<file path="src/rtl/echo_indication_output.sv">
// echo_indication_output: two independent indication FIFOs (channel 0 = heard,
// channel 1 = heard2) with method-style enable/ready handshakes, a per-method
// message-size lookup and an optional interrupt summary.
// Optional feature macro: ECHO_INDICATION_INTR_EN enables the interrupt outputs;
// without it the interrupt outputs are tied to "no interrupt".
module echo_indication_output #(
  parameter int DEPTH = 2
) (
  input  logic        CLK,
  input  logic        RST_N,
  input  logic [31:0] ifc_heard_v,
  input  logic        EN_ifc_heard,
  output logic        RDY_ifc_heard,
  input  logic [15:0] ifc_heard2_a,
  input  logic [15:0] ifc_heard2_b,
  input  logic        EN_ifc_heard2,
  output logic        RDY_ifc_heard2,
  input  logic [15:0] portalIfc_messageSize_size_methodNumber,
  output logic [15:0] portalIfc_messageSize_size,
  output logic [31:0] portalIfc_indications_0_first,
  output logic        RDY_portalIfc_indications_0_first,
  input  logic        EN_portalIfc_indications_0_deq,
  output logic        RDY_portalIfc_indications_0_deq,
  output logic        portalIfc_indications_0_notEmpty,
  output logic [31:0] portalIfc_indications_1_first,
  output logic        RDY_portalIfc_indications_1_first,
  input  logic        EN_portalIfc_indications_1_deq,
  output logic        RDY_portalIfc_indications_1_deq,
  output logic        portalIfc_indications_1_notEmpty,
  output logic        portalIfc_intr_status,
  output logic [31:0] portalIfc_intr_channel
);

  localparam int AW = $clog2(DEPTH);
  localparam logic [AW:0]   CNT_FULL = (AW + 1)'(DEPTH);
  localparam logic [AW:0]   CNT_ONE  = (AW + 1)'(1);
  localparam logic [AW-1:0] PTR_ONE  = AW'(1);

  logic [1:0][31:0] wr_data;
  logic [1:0][31:0] head;
  logic [1:0]       wr_req;
  logic [1:0]       deq_req;
  logic [1:0]       not_empty;
  logic [1:0]       not_full;

  assign wr_data[0] = ifc_heard_v;
  assign wr_data[1] = {ifc_heard2_a, ifc_heard2_b};
  assign wr_req     = {EN_ifc_heard2, EN_ifc_heard};
  assign deq_req    = {EN_portalIfc_indications_1_deq, EN_portalIfc_indications_0_deq};

  for (genvar ch = 0; ch < 2; ch++) begin : g_chan
    logic [31:0]   mem [DEPTH];
    logic [AW-1:0] wr_ptr;
    logic [AW-1:0] rd_ptr;
    logic [AW:0]   count;
    logic          do_wr;
    logic          do_rd;

    // A full channel refuses writes even when a deq happens on the same edge.
    assign not_full[ch]  = (count != CNT_FULL);
    assign not_empty[ch] = (count != '0);
    assign do_wr         = wr_req[ch] & not_full[ch];
    assign do_rd         = deq_req[ch] & not_empty[ch];

    // Pointers and occupancy; reset discards everything queued.
    always_ff @(posedge CLK or negedge RST_N) begin
      if (!RST_N) begin
        wr_ptr <= '0;
        rd_ptr <= '0;
        count  <= '0;
      end else begin
        if (do_wr) wr_ptr <= wr_ptr + PTR_ONE;
        if (do_rd) rd_ptr <= rd_ptr + PTR_ONE;
        if (do_wr && !do_rd)      count <= count + CNT_ONE;
        else if (!do_wr && do_rd) count <= count - CNT_ONE;
      end
    end

    // Word storage is not reset; stale words are unreachable once pointers clear.
    always_ff @(posedge CLK) begin
      if (do_wr) mem[wr_ptr] <= wr_data[ch];
    end

    assign head[ch] = mem[rd_ptr];
  end

  assign RDY_ifc_heard  = not_full[0];
  assign RDY_ifc_heard2 = not_full[1];

  assign portalIfc_indications_0_first     = head[0];
  assign RDY_portalIfc_indications_0_first = not_empty[0];
  assign RDY_portalIfc_indications_0_deq   = not_empty[0];
  assign portalIfc_indications_0_notEmpty  = not_empty[0];

  assign portalIfc_indications_1_first     = head[1];
  assign RDY_portalIfc_indications_1_first = not_empty[1];
  assign RDY_portalIfc_indications_1_deq   = not_empty[1];
  assign portalIfc_indications_1_notEmpty  = not_empty[1];

  // Both methods carry a single 32-bit payload; unknown methods report zero.
  always_comb begin
    portalIfc_messageSize_size = 16'd0;
    if (portalIfc_messageSize_size_methodNumber == 16'd0 ||
        portalIfc_messageSize_size_methodNumber == 16'd1)
      portalIfc_messageSize_size = 16'd32;
  end

`ifdef ECHO_INDICATION_INTR_EN
  // Interrupt summary: any pending word raises status; lowest channel wins.
  always_comb begin
    portalIfc_intr_status  = |not_empty;
    portalIfc_intr_channel = 32'hFFFF_FFFF;
    if (not_empty[0])      portalIfc_intr_channel = 32'd0;
    else if (not_empty[1]) portalIfc_intr_channel = 32'd1;
  end
`else
  assign portalIfc_intr_status  = 1'b0;
  assign portalIfc_intr_channel = 32'hFFFF_FFFF;
`endif

endmodule
</file>
<file path="config.mk">
export PLATFORM = sky130hd
export DESIGN_NAME = echo_indication_output
export DESIGN_NICKNAME = d
export VERILOG_FILES = /design/src/rtl/echo_indication_output.sv
export SDC_FILE = /design/constraint.sdc
export NUM_CORES = 1
export LEC_CHECK = 0
export CORE_MARGIN = 2
export CORE_UTILIZATION = 41
export CTS_CLUSTER_DIAMETER = 100
export CTS_CLUSTER_SIZE = 16
export DETAILED_ROUTE_END_ITERATION = 7
export PLACE_DENSITY = 0.77
export SYNTH_ARGS = -nofsm -noshare
export SYNTH_HDL_FRONTEND = slang
export SYNTH_SLANG_ARGS = --single-unit
export TNS_END_PERCENT = 20
</file>
<file path="constraint.sdc">
create_clock -name CLK -period 2.4 [get_ports CLK]
set_input_delay 0.36 -clock CLK [delete_from_list [all_inputs] [get_ports CLK]]
set_output_delay 0.36 -clock CLK [all_outputs]
set_load 0.005 [all_outputs]
</file>
==> results_dict.tcl, run 1 <==
set metrics [dict create \
    status "finished, final reports clean" \
    wl_um 10540 \
    arrival_ns 1.85 \
    grt_pass1_wl_um 15600 \
    hold_buffers 0 \
    core-area_um2 13770 \
    peakVddDrop_mv 0.7135 \
    root_buffer "clkbuf_16" \
    place_congestion 0.7058 \
    drive_above_1_share_pct 22.59 \
    cts_tree "built" \
    die_w_um 122.4 \
    clock_skew_ns 0.005691 \
    fillers 1073 \
    num_vias 2912 \
    start_util_pct 41.73 \
    syn-cell-area_um2 5748 \
    grt_max_degree 33 \
    yosysWarnings 0 \
    combPwrFrac_pct 35.2 \
    die_h_um 122.4 \
    io_buffers 157 \
    final_nets 553 \
    drt_first_pass_iters 4 \
    place_inst 625 \
    final_util_pct 57.53 \
    hpwl_um 7275 \
    hp-class "in2async" \
    layout_setup_ws_ns 0.1946 \
    top_level_ports 207 \
    crit_required_ns 2.04 \
    ant_nets 0 \
    power_density_nw_per_um2 1182 \
    p_switching_mw 2.354 \
    rsz0062_at_grt "no" \
    placed_area_um2 7301 \
    drv_cap 0 \
    ys_ff_latch 136 \
    wl_per_cell_um 15.97 \
    max_freq_mhz 453.4 \
    finalHoldViolations 0 \
    worstSetupPathType "reg2out" \
    seq_area_frac_synth_pct 70.35 \
    clkLatencyLatePin_ns 0.41 \
    seqPwrFrac_pct 36.8 \
    power_mw 9.368 \
    p_sw_share_pct 25.13 \
    drt_iter0_markers 187 \
    cts-htree-levels 4 \
    track_usage_pct 14.10 \
    multi_input_area_um2 1348 \
    antenna_found_initial 2 \
    synthCells 295 \
    clkTransAtPathRegs_ns 0.06 \
    drv_slew 0 \
    seqCellArea_um2 4046 \
    grt_overflow_total 0 \
    final-setup-viol-count 0 \
    syn2layout_area_growth_pct 37.85 \
    routed_via_density 4.412 \
    clock_sinks 136 \
    internal_power_mw 7.014 \
    synth.distinct_cells 21 \
    r2r_cells 6 \
    finalNonFillerCells 660 \
    dp_slack_ns 0.2920 \
    row_count 43 \
    die-area_um2 14980 \
    avgSynthCellArea_um2 19.48 \
    cts_made_buffers 17 \
    route.detailed.drc 0 \
    r2r_slack_ns 0.84 \
    p_clk_share_pct 28.0 \
    design_area_um2 7924 \
    grt_pass1_vias 3030 \
    leakage_nw 3.009 \
    fin_crit_ns 2.205 \
    cp-start-kind "flip-flop" \
    end_kind "primary output" \
    fin_crit_sh_pct 91.89 \
    clock_path_buffers 2 \
    critPathMaxFanout 25 \
]
-- cell usage after synthesis (all sizes together) --
library cell  count  area share [%]
dfrtp             8             3.5
nand2             4            0.35
nor2              4            0.26
and4              1            0.15
nand2b            2            0.22
buf              60             9.3
inv               2            0.13
mux2             64              16
ha                2            0.44
or2               2            0.22
nor3              1           0.087
conb              2            0.13
and3              2            0.22
xnor2             6            0.91
edfxtp          128              67
xor2              4            0.61
nor4              3            0.33
-- placed cells by master, fill, tap and decap left out, types with 2 or more instances in the layout --
cell type and instances:
nand2_1 2, mux2_4 58, ha_1 2, clkbuf_16 17
clkdlybuf4s50_1 157, clkinv_4 4, edfxtp_1 128, clkbuf_8 2
nor2_1 2, nand2_2 2, diode_2 2, clkbuf_1 3
bufinv_16 3, dfrtp_1 6, buf_4 4, xor2_1 4
mux2_2 6, dfrtp_2 2, conb_1 48, buf_12 4
nand2b_1 2, or2_1 2, nor4_1 3, xnor2_1 6
inv_1 2
-- layer usage --
layer  wire length, um  track usage [%]  up-vias
met4               210            6.968        0
met3               614            4.879       19
met5                 0                0        -
met1              4056            15.84     1452
li1                  -                -     1348
met2              5658            23.85       93
-- sequential cells by signal (all words and copies together), names as in the netlist --
register,flops
g_chan.count,4
g_chan.wr_ptr,2
g_chan.mem,128
g_chan.rd_ptr,2
-- layout make-up --
cell class | instances | area share (%)
Clock buffer | 22 | 5.858
Inverter | 2 | 0.09474
Clock inverter | 10 | 1.847
Multi-Input combinational cell | 143 | 17.01
Sequential cell | 136 | 51.07
Antenna cell | 2 | 0.06316
Tap cell | 180 | 2.842
Timing Repair Buffer | 165 | 21.22
-- final timing paths --
kind | startpoint | endpoint
worst max-delay path | g_chan[1].rd_ptr | portalIfc_indications_1_first[15]
max in group asynchronous | RST_N | g_chan[1].rd_ptr
min in group CLK | g_chan[1].count[1] | g_chan[1].count[1]
worst min-delay path | RST_N | g_chan[0].rd_ptr
worst min register to register | g_chan[1].count[1] | g_chan[1].count[1]
worst max register to register | g_chan[0].count[0] | g_chan[0].count[1]
-- per-stage QoR --
step / setup TNS [ns] / hold slack, ns
floorplan: -0.8044 / 0.06441
global placement: 0 / 0.4714
detailed placement: 0 / 0.4819
CTS: 0 / 0.2309
global route: 0 / 0.2492
finish: 0 / 0.2391
-- power by group through the flow --
stage	Clock, mW	Sequential [mW]	Combinational [mW]
finish	2.62	3.45	3.29
detailed placement	0	3.53	3.29
CTS	2.69	3.46	3.36
global route	2.80	3.50	3.52
global placement	0	3.49	3.24
floorplan	0	3.44	2.00
-- logic make-up (layout without fill, tap and decap cells) --
logic type,after synthesis,in the layout,synth area share [%]
adders and majority gates,2,2,0.4353
xor gates and xnor gates,10,10,1.524
and+or+nand+nor,19,19,1.828
buffers and inverters,62,199,9.404
muxes,64,64,16.33
DFF,136,136,70.35
other,2,50,0.1307
-- repair_timing --
action | in CTS | in global routing
resized for setup | 0 | 0
setup endpoints to repair | 8 | 0
buffers inserted | 1 | 0
-- critical path, cell delays in order, from the launching register on --
cell             delay [ns]
dfrtp_2                0.39
buf_12                 0.22
mux2_2                 0.36
clkdlybuf4s50_1        0.46
Note: power is estimated with default switching activity, not from simulation.
==> inputs of run 2 (changes only) <==
--- a/config.mk
+++ b/config.mk
@@ -10,7 +10,9 @@
 export CTS_CLUSTER_DIAMETER = 100
 export CTS_CLUSTER_SIZE = 16
 export DETAILED_ROUTE_END_ITERATION = 7
+export GPL_ROUTABILITY_DRIVEN = 1
 export PLACE_DENSITY = 0.77
+export SKIP_CTS_REPAIR_TIMING = 1
 export SYNTH_ARGS = -nofsm -noshare
 export SYNTH_HDL_FRONTEND = slang
 export SYNTH_SLANG_ARGS = --single-unit
==> results_dict.tcl, run 2 (synthesized netlist as in run 1, its figures left out) <==
set metrics [dict create \
    status "finished, final reports clean" \
    fin_crit_ns 2.247 \
    critPathMaxFanout 25 \
    place_inst 625 \
    layout_commonest_cell "clkdlybuf4s50_1" \
    track_usage_pct 14.06 \
    root_buffer "clkbuf_16" \
    start_util_pct 41.73 \
    worstSetupPathType "reg2out" \
    wl_um 10510 \
    row_count 43 \
    final_nets 554 \
    fillers 1073 \
    drt_iter0_markers 176 \
    grt_pass1_vias 3022 \
    final-setup-viol-count 0 \
    cts-htree-levels 4 \
    ant_nets 0 \
    crit_required_ns 2.04 \
    core-area_um2 13770 \
    leakage_nw 3.014 \
    whs_ns 0.2411 \
    layout_common_cells "157 x clkdlybuf4s50_1, 128 x edfxtp_1, 58 x mux2_4" \
    drv_cap 0 \
    top_level_ports 207 \
    grt_pass1_wl_um 15560 \
    finalNonFillerCells 661 \
    antenna_found_initial 2 \
    grt_overflow_total 0 \
    wl_per_cell_um 15.90 \
    multi_input_area_um2 1348 \
    end_kind "primary output" \
    cts_made_buffers 17 \
    place_congestion 0.7058 \
    final_util_pct 57.59 \
    clock_sinks 136 \
    num_vias 2903 \
    drt_first_pass_iters 6 \
    route.detailed.drc 0 \
    hp-class "in2async" \
    cp-start-kind "flip-flop" \
    rr_endpoint "g_chan[0].count[1]" \
    seqCellArea_um2 4046 \
    arrival_ns 1.89 \
    r2r-start "g_chan[0].count[0]" \
    drv_slew 0 \
    largest_reg_flops 128 \
    routed_via_density 4.392 \
    power_density_nw_per_um2 1182 \
    clock_path_buffers 2 \
    setup_tns_ns 0 \
    grt_max_degree 33 \
    fin_crit_sh_pct 93.64 \
    die_w_um 122.4 \
    clock_skew_ns 0.006026 \
    finalHoldViolations 0 \
    die_h_um 122.4 \
    drive_above_1_share_pct 22.76 \
    rsz0062_at_grt "no" \
    max_freq_mhz 445.0 \
    peakVddDrop_mv 0.7121 \
    r2r_cells 6 \
    die-area_um2 14980 \
    clkLatencyLatePin_ns 0.41 \
    cts_tree "built" \
    r2r_slack_ns 0.84 \
    io_buffers 157 \
    clkTransAtPathRegs_ns 0.06 \
    syn2layout_area_growth_pct 37.98 \
    regMostFlops "g_chan.mem" \
    top_regs "g_chan.mem x128, g_chan.count x4" \
    hpwl_um 7275 \
]
==> run 2: cell types whose count changed in the layout (fill, tap and decap cells not counted), sizes merged <==
| cell | previous run | this run |
|---|---|---|
| buf | 8 | 9 |
==> run 2: worst max-delay path by stage <==
stage,startpoint,to,slack [ns],cells after the start
2_1_floorplan,g_chan[1].count[0],g_chan[1].mem[0][0],-0.03,3
3_3_place_gp,portalIfc_messageSize_size_methodNumber[9],portalIfc_messageSize_size[5],0.32,4
3_5_place_dp,portalIfc_messageSize_size_methodNumber[9],portalIfc_messageSize_size[5],0.29,4
4_1_cts,g_chan[1].rd_ptr,portalIfc_indications_1_first[15],-0.03,3
5_1_grt,g_chan[1].rd_ptr,portalIfc_indications_1_first[15],0.08,3
6_report,g_chan[1].rd_ptr,portalIfc_indications_1_first[15],0.15,3
==> run 2: routing by layer <==
metal / up-vias / wire length [um] / part of all wire, % / GRT usage, %
li1: 1350 / - / - / -
met1: 1447 / 4082 / 39 / 15.78
met2: 90 / 5682 / 54 / 23.78
met3: 16 / 571 / 5.4 / 4.879
met4: 0 / 173 / 1.6 / 6.968
met5: - / 0 / 0 / 0
==> run 2: where the power goes <==
part           total (mW)  internal, mW  switching [mW]
Clock                2.62          1.70           0.926
Sequential           3.46          3.26           0.191
Combinational        3.30          2.06            1.24
Total                9.38          7.02            2.35
==> run 2: layout make-up <==
type,count,area share [%]
timing repair buffer,166,21.30
inverter,2,0.09465
sequential,136,51.02
clock inverter,10,1.846
multi-input combinational,143,16.99
tap,180,2.840
clock buffer,22,5.853
antenna,2,0.06310
==> run 2: worst max-delay path, stage by stage (launching register included) <==
cell and delay (ns):
dfrtp_2 0.42, buf_12 0.23, mux2_2 0.36, clkdlybuf4s50_1 0.46
==> run 2: metrics by stage <==
step	setup slack (ns)	power [mW]	cell area, um2
final	0.1527	9.376	7931
after detailed placement	0.2920	6.819	7301
after CTS	-0.03415	9.491	7911
after global routing	0.07918	9.830	7926
after global placement	0.3168	6.728	7301
after floorplan	-0.02514	5.442	5923
